File: config.mk
export PLATFORM = sky130hd
export DESIGN_NAME = edge_pose_interp
export DESIGN_NICKNAME = d
export VERILOG_FILES = /design/src/rtl/edge_pose_interp.sv
export SDC_FILE = /design/constraint.sdc
export NUM_CORES = 2
export LEC_CHECK = 0
export ABC_AREA = 0
export CAP_MARGIN = 25
export CORE_MARGIN = 1
export CORE_UTILIZATION = 51
export CTS_BUF_LIST = sky130_fd_sc_hd__clkbuf_8
export DETAILED_ROUTE_END_ITERATION = 7
export HOLD_SLACK_MARGIN = 0.15
export PLACE_DENSITY = 0.89
export SLEW_MARGIN = 20
export SYNTH_ARGS = -nofsm -noshare
export SYNTH_HDL_FRONTEND = slang
export SYNTH_SLANG_ARGS = --single-unit
export TNS_END_PERCENT = 100
File: constraint.sdc
create_clock -name CLK -period 13.6 [get_ports CLK]
set_input_delay 2.72 -clock CLK [delete_from_list [all_inputs] [get_ports CLK]]
set_output_delay 2.72 -clock CLK [all_outputs]
set_load 0.005 [all_outputs]
File: src/rtl/edge_pose_interp.sv
// edge_pose_interp: walks a roadmap edge, streaming 2^STEP_SHIFT+1 evenly spaced joint-space poses
module edge_pose_interp #(
    parameter int STEPPERS_NUM = 6,
    parameter int STEP_SHIFT   = 4
) (
    input  logic                       CLK,
    input  logic                       RST,
    input  logic [32*STEPPERS_NUM-1:0] startPose,
    input  logic [32*STEPPERS_NUM-1:0] goalPose,
    input  logic                       edge_valid,
    output logic                       edge_ready,
    output logic [32*STEPPERS_NUM-1:0] stepperPosition,
    output logic                       pose_valid,
    input  logic                       pose_ready,
    output logic                       pose_last,
    output logic [STEP_SHIFT:0]        pose_idx,
    input  logic                       abort,
    output logic                       busy
);
    localparam int PW = 32 * STEPPERS_NUM;
    localparam int AW = 33 + STEP_SHIFT;
    localparam int IW = STEP_SHIFT + 1;
    localparam logic [IW-1:0] LAST_IDX = IW'(1) << STEP_SHIFT;

    typedef enum logic {IDLE, EMIT} state_t;

    state_t          state_q, state_d;
    logic [AW-1:0]   acc_q   [STEPPERS_NUM];
    logic [AW-1:0]   acc_d   [STEPPERS_NUM];
    logic [AW-1:0]   nxt     [STEPPERS_NUM];
    logic [32:0]     delta_q [STEPPERS_NUM];
    logic [32:0]     delta_d [STEPPERS_NUM];
    logic [PW-1:0]   pos_q, pos_d;
    logic [IW-1:0]   idx_q, idx_d;
    logic            last_q, last_d;

    // Accumulator holds start*2^S + k*delta; one extra delta gives the next sample before shifting.
    for (genvar j = 0; j < STEPPERS_NUM; j++) begin : g_nxt
        assign nxt[j] = acc_q[j] + {{STEP_SHIFT{delta_q[j][32]}}, delta_q[j]};
    end

    // Next-state: capture the edge in IDLE, advance one sample per handshake in EMIT, abort wins.
    always_comb begin
        state_d = state_q;
        acc_d   = acc_q;
        delta_d = delta_q;
        pos_d   = pos_q;
        idx_d   = idx_q;
        last_d  = last_q;
        if (state_q == IDLE) begin
            if (edge_valid) begin
                for (int j = 0; j < STEPPERS_NUM; j++) begin
                    delta_d[j] = {goalPose[32*j+31], goalPose[32*j+:32]} - {startPose[32*j+31], startPose[32*j+:32]};
                    acc_d[j]   = {startPose[32*j+31], startPose[32*j+:32], {STEP_SHIFT{1'b0}}};
                end
                pos_d   = startPose;
                idx_d   = '0;
                last_d  = 1'b0;
                state_d = EMIT;
            end
        end else if (abort) begin
            state_d = IDLE;
        end else if (pose_ready) begin
            if (last_q) begin
                state_d = IDLE;
            end else begin
                for (int j = 0; j < STEPPERS_NUM; j++) begin
                    acc_d[j]          = nxt[j];
                    pos_d[32*j+:32]   = nxt[j][STEP_SHIFT+:32];
                end
                idx_d  = idx_q + IW'(1);
                last_d = (idx_q + IW'(1)) == LAST_IDX;
            end
        end
    end

    // State and datapath registers, cleared asynchronously so a reset drops any edge in flight.
    always_ff @(posedge CLK or posedge RST) begin
        if (RST) begin
            state_q <= IDLE;
            acc_q   <= '{default: '0};
            delta_q <= '{default: '0};
            pos_q   <= '0;
            idx_q   <= '0;
            last_q  <= 1'b0;
        end else begin
            state_q <= state_d;
            acc_q   <= acc_d;
            delta_q <= delta_d;
            pos_q   <= pos_d;
            idx_q   <= idx_d;
            last_q  <= last_d;
        end
    end

    assign edge_ready      = state_q == IDLE;
    assign pose_valid      = state_q == EMIT;
    assign busy            = state_q != IDLE;
    assign pose_last       = last_q & (state_q == EMIT);
    assign pose_idx        = idx_q;
    assign stepperPosition = pos_q;
endmodule

Word level (Yosys, flattened, before mapping)
Cells that the tools add are included.
Word-level totals
  register bits: 619
  logic and storage cells: 64
  input port bits: 389
  output and inout bits: 201
Operators by class
  $add $sub $neg: 13
  bitwise operators: 2
  muxes and demuxes: 25
  reduce and logical (&&, ||, !) cells: 4
  equal/unequal tests: 4
Operators by type and width (count)
  $mux W222: 5
  $mux W192: 5
  $add A37 B37 Y37: 6
  $sub A32 B32 Y33: 6
  $mux W5: 5
  $mux W1: 10
  $ne A2 B2 Y1 const B: 3
  $add A5 B1 Y5 const B: 1
  $eq A5 B5 Y1 const B: 1
  $reduce_and A4 Y1: 1
  $reduce_and A3 Y1: 1
  $reduce_and A2 Y1: 1
  $reduce_bool A2 Y1: 1
  $and A1 B1 Y1: 1
  $not A1 Y1: 1

Logic depth before layout (Yosys ltp)
  word-level depth: 6
  depth in mapped cells: 15
  mapped depth without buffers: 15

Least setup slack after synthesis
No wires, ideal clock.
  path type: input-to-reg
  start: input goalPose[64]
  end: register delta_q[129] (netlist bit)
  cell stages on the path: 15
  buffers on the path: 0
  setup time: 0.133 ns
  data arrival time: 5.315 ns
  required time: 13.467 ns
  setup slack: 8.152 ns
  cells stage by stage: inv_1 ha_1 fa_1 nor2b_1 o21ai_1 a21boi_0 o31ai_1 a21oi_1 a211oi_1 o41a_1 nand3b_1 nand2_1 o31ai_1 xnor2_1 o21ai_0
Between the ends
  longest elaborated chain between the ends: 1
RTL lines
  from (decl): RTL line 9  | input logic [32*STEPPERS_NUM-1:0] goalPose,
  $sub A32 B32 Y33: RTL line 53  | delta_d[j] = {goalPose[32*j+31], goalPose[32*j+:32]} - {startPose[32*j+31], startPose[32*j+:32]};
  to (signal assigned): RTL line 89  | delta_q <= delta_d;
  to (decl): RTL line 31  | logic [32:0] delta_q [STEPPERS_NUM];
No other way between the ends.
A chain may end at the register's enable or synchronous reset.

Final worst setup path
  start: input goalPose[128]
  end: register delta_q[65] (netlist bit)
The elaborated chain is that of the path after synthesis.

==> metrics.md <==
| Metric | Value |
|---|---|
| Worst-path cell chain | `clkdlybuf4s50_1 > inv_1 > ha_1 > fa_1 > nor2b_1 > o21ai_0 > a21oi_1 > o21ai_0 > a21oi_1 > o21ai_0 > o21ba_2 > o21ai_0 > nand3_1 > o22ai_1 > o21ai_0` |
| # IOs | `approximately 600` |
| Critical Path RT | `~14,000 ps` |
| Vias in the first global route | `34,500` |
| Max VDD drop | `approximately 110 uV` |
| CTS buffer count | `80` |
| Fmax | `167 MHz` |
| Min Hold Slack | `~470 ps` |
| Final Setup Violations | `0` |
| Clk Latency, worst-skew pair | `about 680 ps` |
| DRC | `0` |
| Hold_buf cts | `0` |
| Status | `finished, final reports clean` |
| Largest net degree at the start of global routing | `just under 100` |
| Most frequent cell on the critical path | `o21ai_0` |
| Total Die Area | `roughly 75,000 um^2` |
| Post-synth EDFFs | `0` |
| Final net count | `around 5,700` |
| Core Area | `between 70,000 and 80,000 um^2` |
| Data arrival, critical path | `6500 ps` |
| Crit Path Category | `primary input to register` |
| CP endpoint kind | `register` |
| Post-synth ARST share | `1.00` |
| Gp weighted congestion | `between 0.9 and 1` |
| # H-tree levels | `3` |
| Routed vias/inst | `5.92` |
| CP max stage delay | `approximately 530 ps` |
| Row cnt | `99` |
| Final HPWL from detailed placement | `between 80 and 90 mm` |
| DRT iter0 DRCs | `approximately 2,900` |
| Most common cell after layout, fill and taps aside | `clkdlybuf4s50_1` |
| Leakage | `between 20 and 25 nW` |
| Most frequent cells in the layout | `clkdlybuf4s50_1, nand2_1, o21ai_0, a21oi_1, dfrtp_1` |
| Slowest-stage cell, CP | `o21ai_0` |
| Primary FF master, synth | `dfrtp_1` |
| Sink Count | `421` |
| Clock slew at reported path FFs | `about 60 ps` |
| Longest Clk Path Bufs | `3` |
| Sequential share of the synthesized area | `0.281` |
| RSZ-0062 raised after global routing | `no` |
| Post-CTS resize count | `0` |
| Final Skew | `34.3 ps` |
| Slew Viols, Final | `0` |
| Setup total negative slack | `0 ps` |
| Initial antenna violation count | `17` |
| Layout cells sized above 1 | `0.0450` |
| Initial Utilization | `0.514` |
| Net Count, Synth | `roughly 5,400` |
| Synth warnings | `0` |
| Synthesized instance count | `~4,600` |
| Crit path max fanout | `4` |
| Post-Route WL | `between 100 and 150 mm` |
| Post-route minimum period | `approximately 6000 ps` |
| Vias | `roughly 35,000` |
| Clk root buf | `clkbuf_8` |
| P&R area growth vs syn | `19.3%` |
| Post-Syn Area per Cell | `between 8 and 9 um^2` |
| CTS tree | `yes` |
| Final period utilization | `0.441` |
| Post-route ant nets | `0` |
| Synth unique cells | `100` |
| GRT Total Usage | `0.301` |
| Port Buffer Count | `approximately 600` |
| Post-place instance area | `approximately 43,000 um^2` |
| Flops & latches, synth | `approximately 420` |
| Final hold vios | `0` |
| Post-synthesis instance area | `~37,000 um^2` |
| Drt pass-1 iters | `8` |
| Avg WL per Cell | `around 19 um` |
| Post-CTS setup buffer count | `0` |
| MaxCap Viol Count | `0` |
| Die H | `about 270 um` |
| Grt ovf | `0` |
| Die X | `between 200 and 300 um` |
| Relative slew slack | `0.233` |
| Post-route cell area | `44,700 um^2` |
| Nature of the critical path startpoint | `primary input` |
| Least-Margin Pin Slew | `between 1000 and 1500 ps` |
| HP Class | `register to register` |
| First-pass GRT wire length | `180 mm` |
| Pwr per Cell Area | `199 nW/um^2` |
-- registers in the layout, indices dropped and copies added, names as in the netlist --
name	cells
delta_q	198
busy	1
last_q	1
acc_q	216
pose_idx	5
-- power breakdown --
part / leakage (nW) / internal [mW] / switching (mW) / total, mW
Clock: 0.981 / 0.787 / 0.605 / 1.39
Sequential: 5.15 / 1.73 / 0.471 / 2.20
Combinational: 15.0 / 2.48 / 2.83 / 5.31
-- cells by family after synthesis --
| group | synth area share |
|---|---|
| compound gates | 0.249 |
| simple gates | 0.142 |
| buf+inv | 0.0855 |
| flops | 0.281 |
| fa+ha+maj | 0.141 |
| xor+xnor | 0.0774 |
| mux | 0.0247 |
-- critical path, delay by kind of cell --
kind	cells	cell delay, ps
AO/OA/AOI/OAI	9	2150
adder cells (fa/ha/maj)	2	630
buffers and inverters	2	580
AND/OR/NAND/NOR	2	430
-- layout make-up --
type | count | area (um^2)
Fill cell | 6039 | 28100
Multi-Input combinational cell | 3499 | 23800
Sequential cell | 421 | 10500
Timing Repair Buffer | 616 | 6150
Clock buffer | 101 | 1390
Inverter | 326 | 1230
Tap cell | 959 | 1200
Clock inverter | 41 | 373
Antenna cell | 16 | 40.0
-- layer usage --
metal | part of all wire | up-vias | track usage | wire length (um)
li1 | - | 16800 | - | -
met1 | 0.40 | 16600 | 0.368 | 46300
met2 | 0.46 | 1621 | 0.496 | 53500
met3 | 0.082 | 401 | 0.0607 | 9490
met4 | 0.055 | 8 | 0.168 | 6370
met5 | 0.00040 | - | 0 | 46
-- cell usage after synthesis, types with 65 or more instances --
cell,n,area [um^2]
inv_1,325,1220
nor3_1,82,410
buf_4,193,1450
clkbuf_1,119,447
o21ai_0,462,2310
nor2_1,191,717
ha_1,403,5040
nand2b_1,65,407
dfrtp_1,421,10500
xor2_1,146,1280
a21oi_1,426,2130
nand3_1,72,360
nand2_1,540,2030
xnor2_1,185,1620
mux2i_1,88,881
a21o_1,181,1360
-- per-stage QoR --
| stage | util | setup slack [ps] | power, mW | std cells |
|---|---|---|---|---|
| final | 0.614 | 7610 | 8.90 | 5979 |
| after global routing | 0.613 | 7350 | 9.56 | 5973 |
| after CTS | 0.612 | 7730 | 8.84 | 5960 |
| after detailed placement | 0.588 | 7050 | 7.39 | 5818 |
| after global placement | 0.588 | 7180 | 7.23 | 5818 |
| after floorplan | - | 5200 | 6.04 | 4580 |
-- path summary, 6_finish.rpt --
check	slack (ps)	startpoint	endpoint	depth (start not counted)
min	470	delta_q[70]	delta_q[70]	2
max reg2reg	7940	busy	acc_q[183]	12
max in group asynchronous	9250	RST	delta_q[99]	6
min in group asynchronous	2330	RST	acc_q[15]	2
max	7610	goalPose[128]	delta_q[65]	15
min reg2reg	470	delta_q[70]	delta_q[70]	2
No activity file was read; power rests on OpenSTA's default activity.
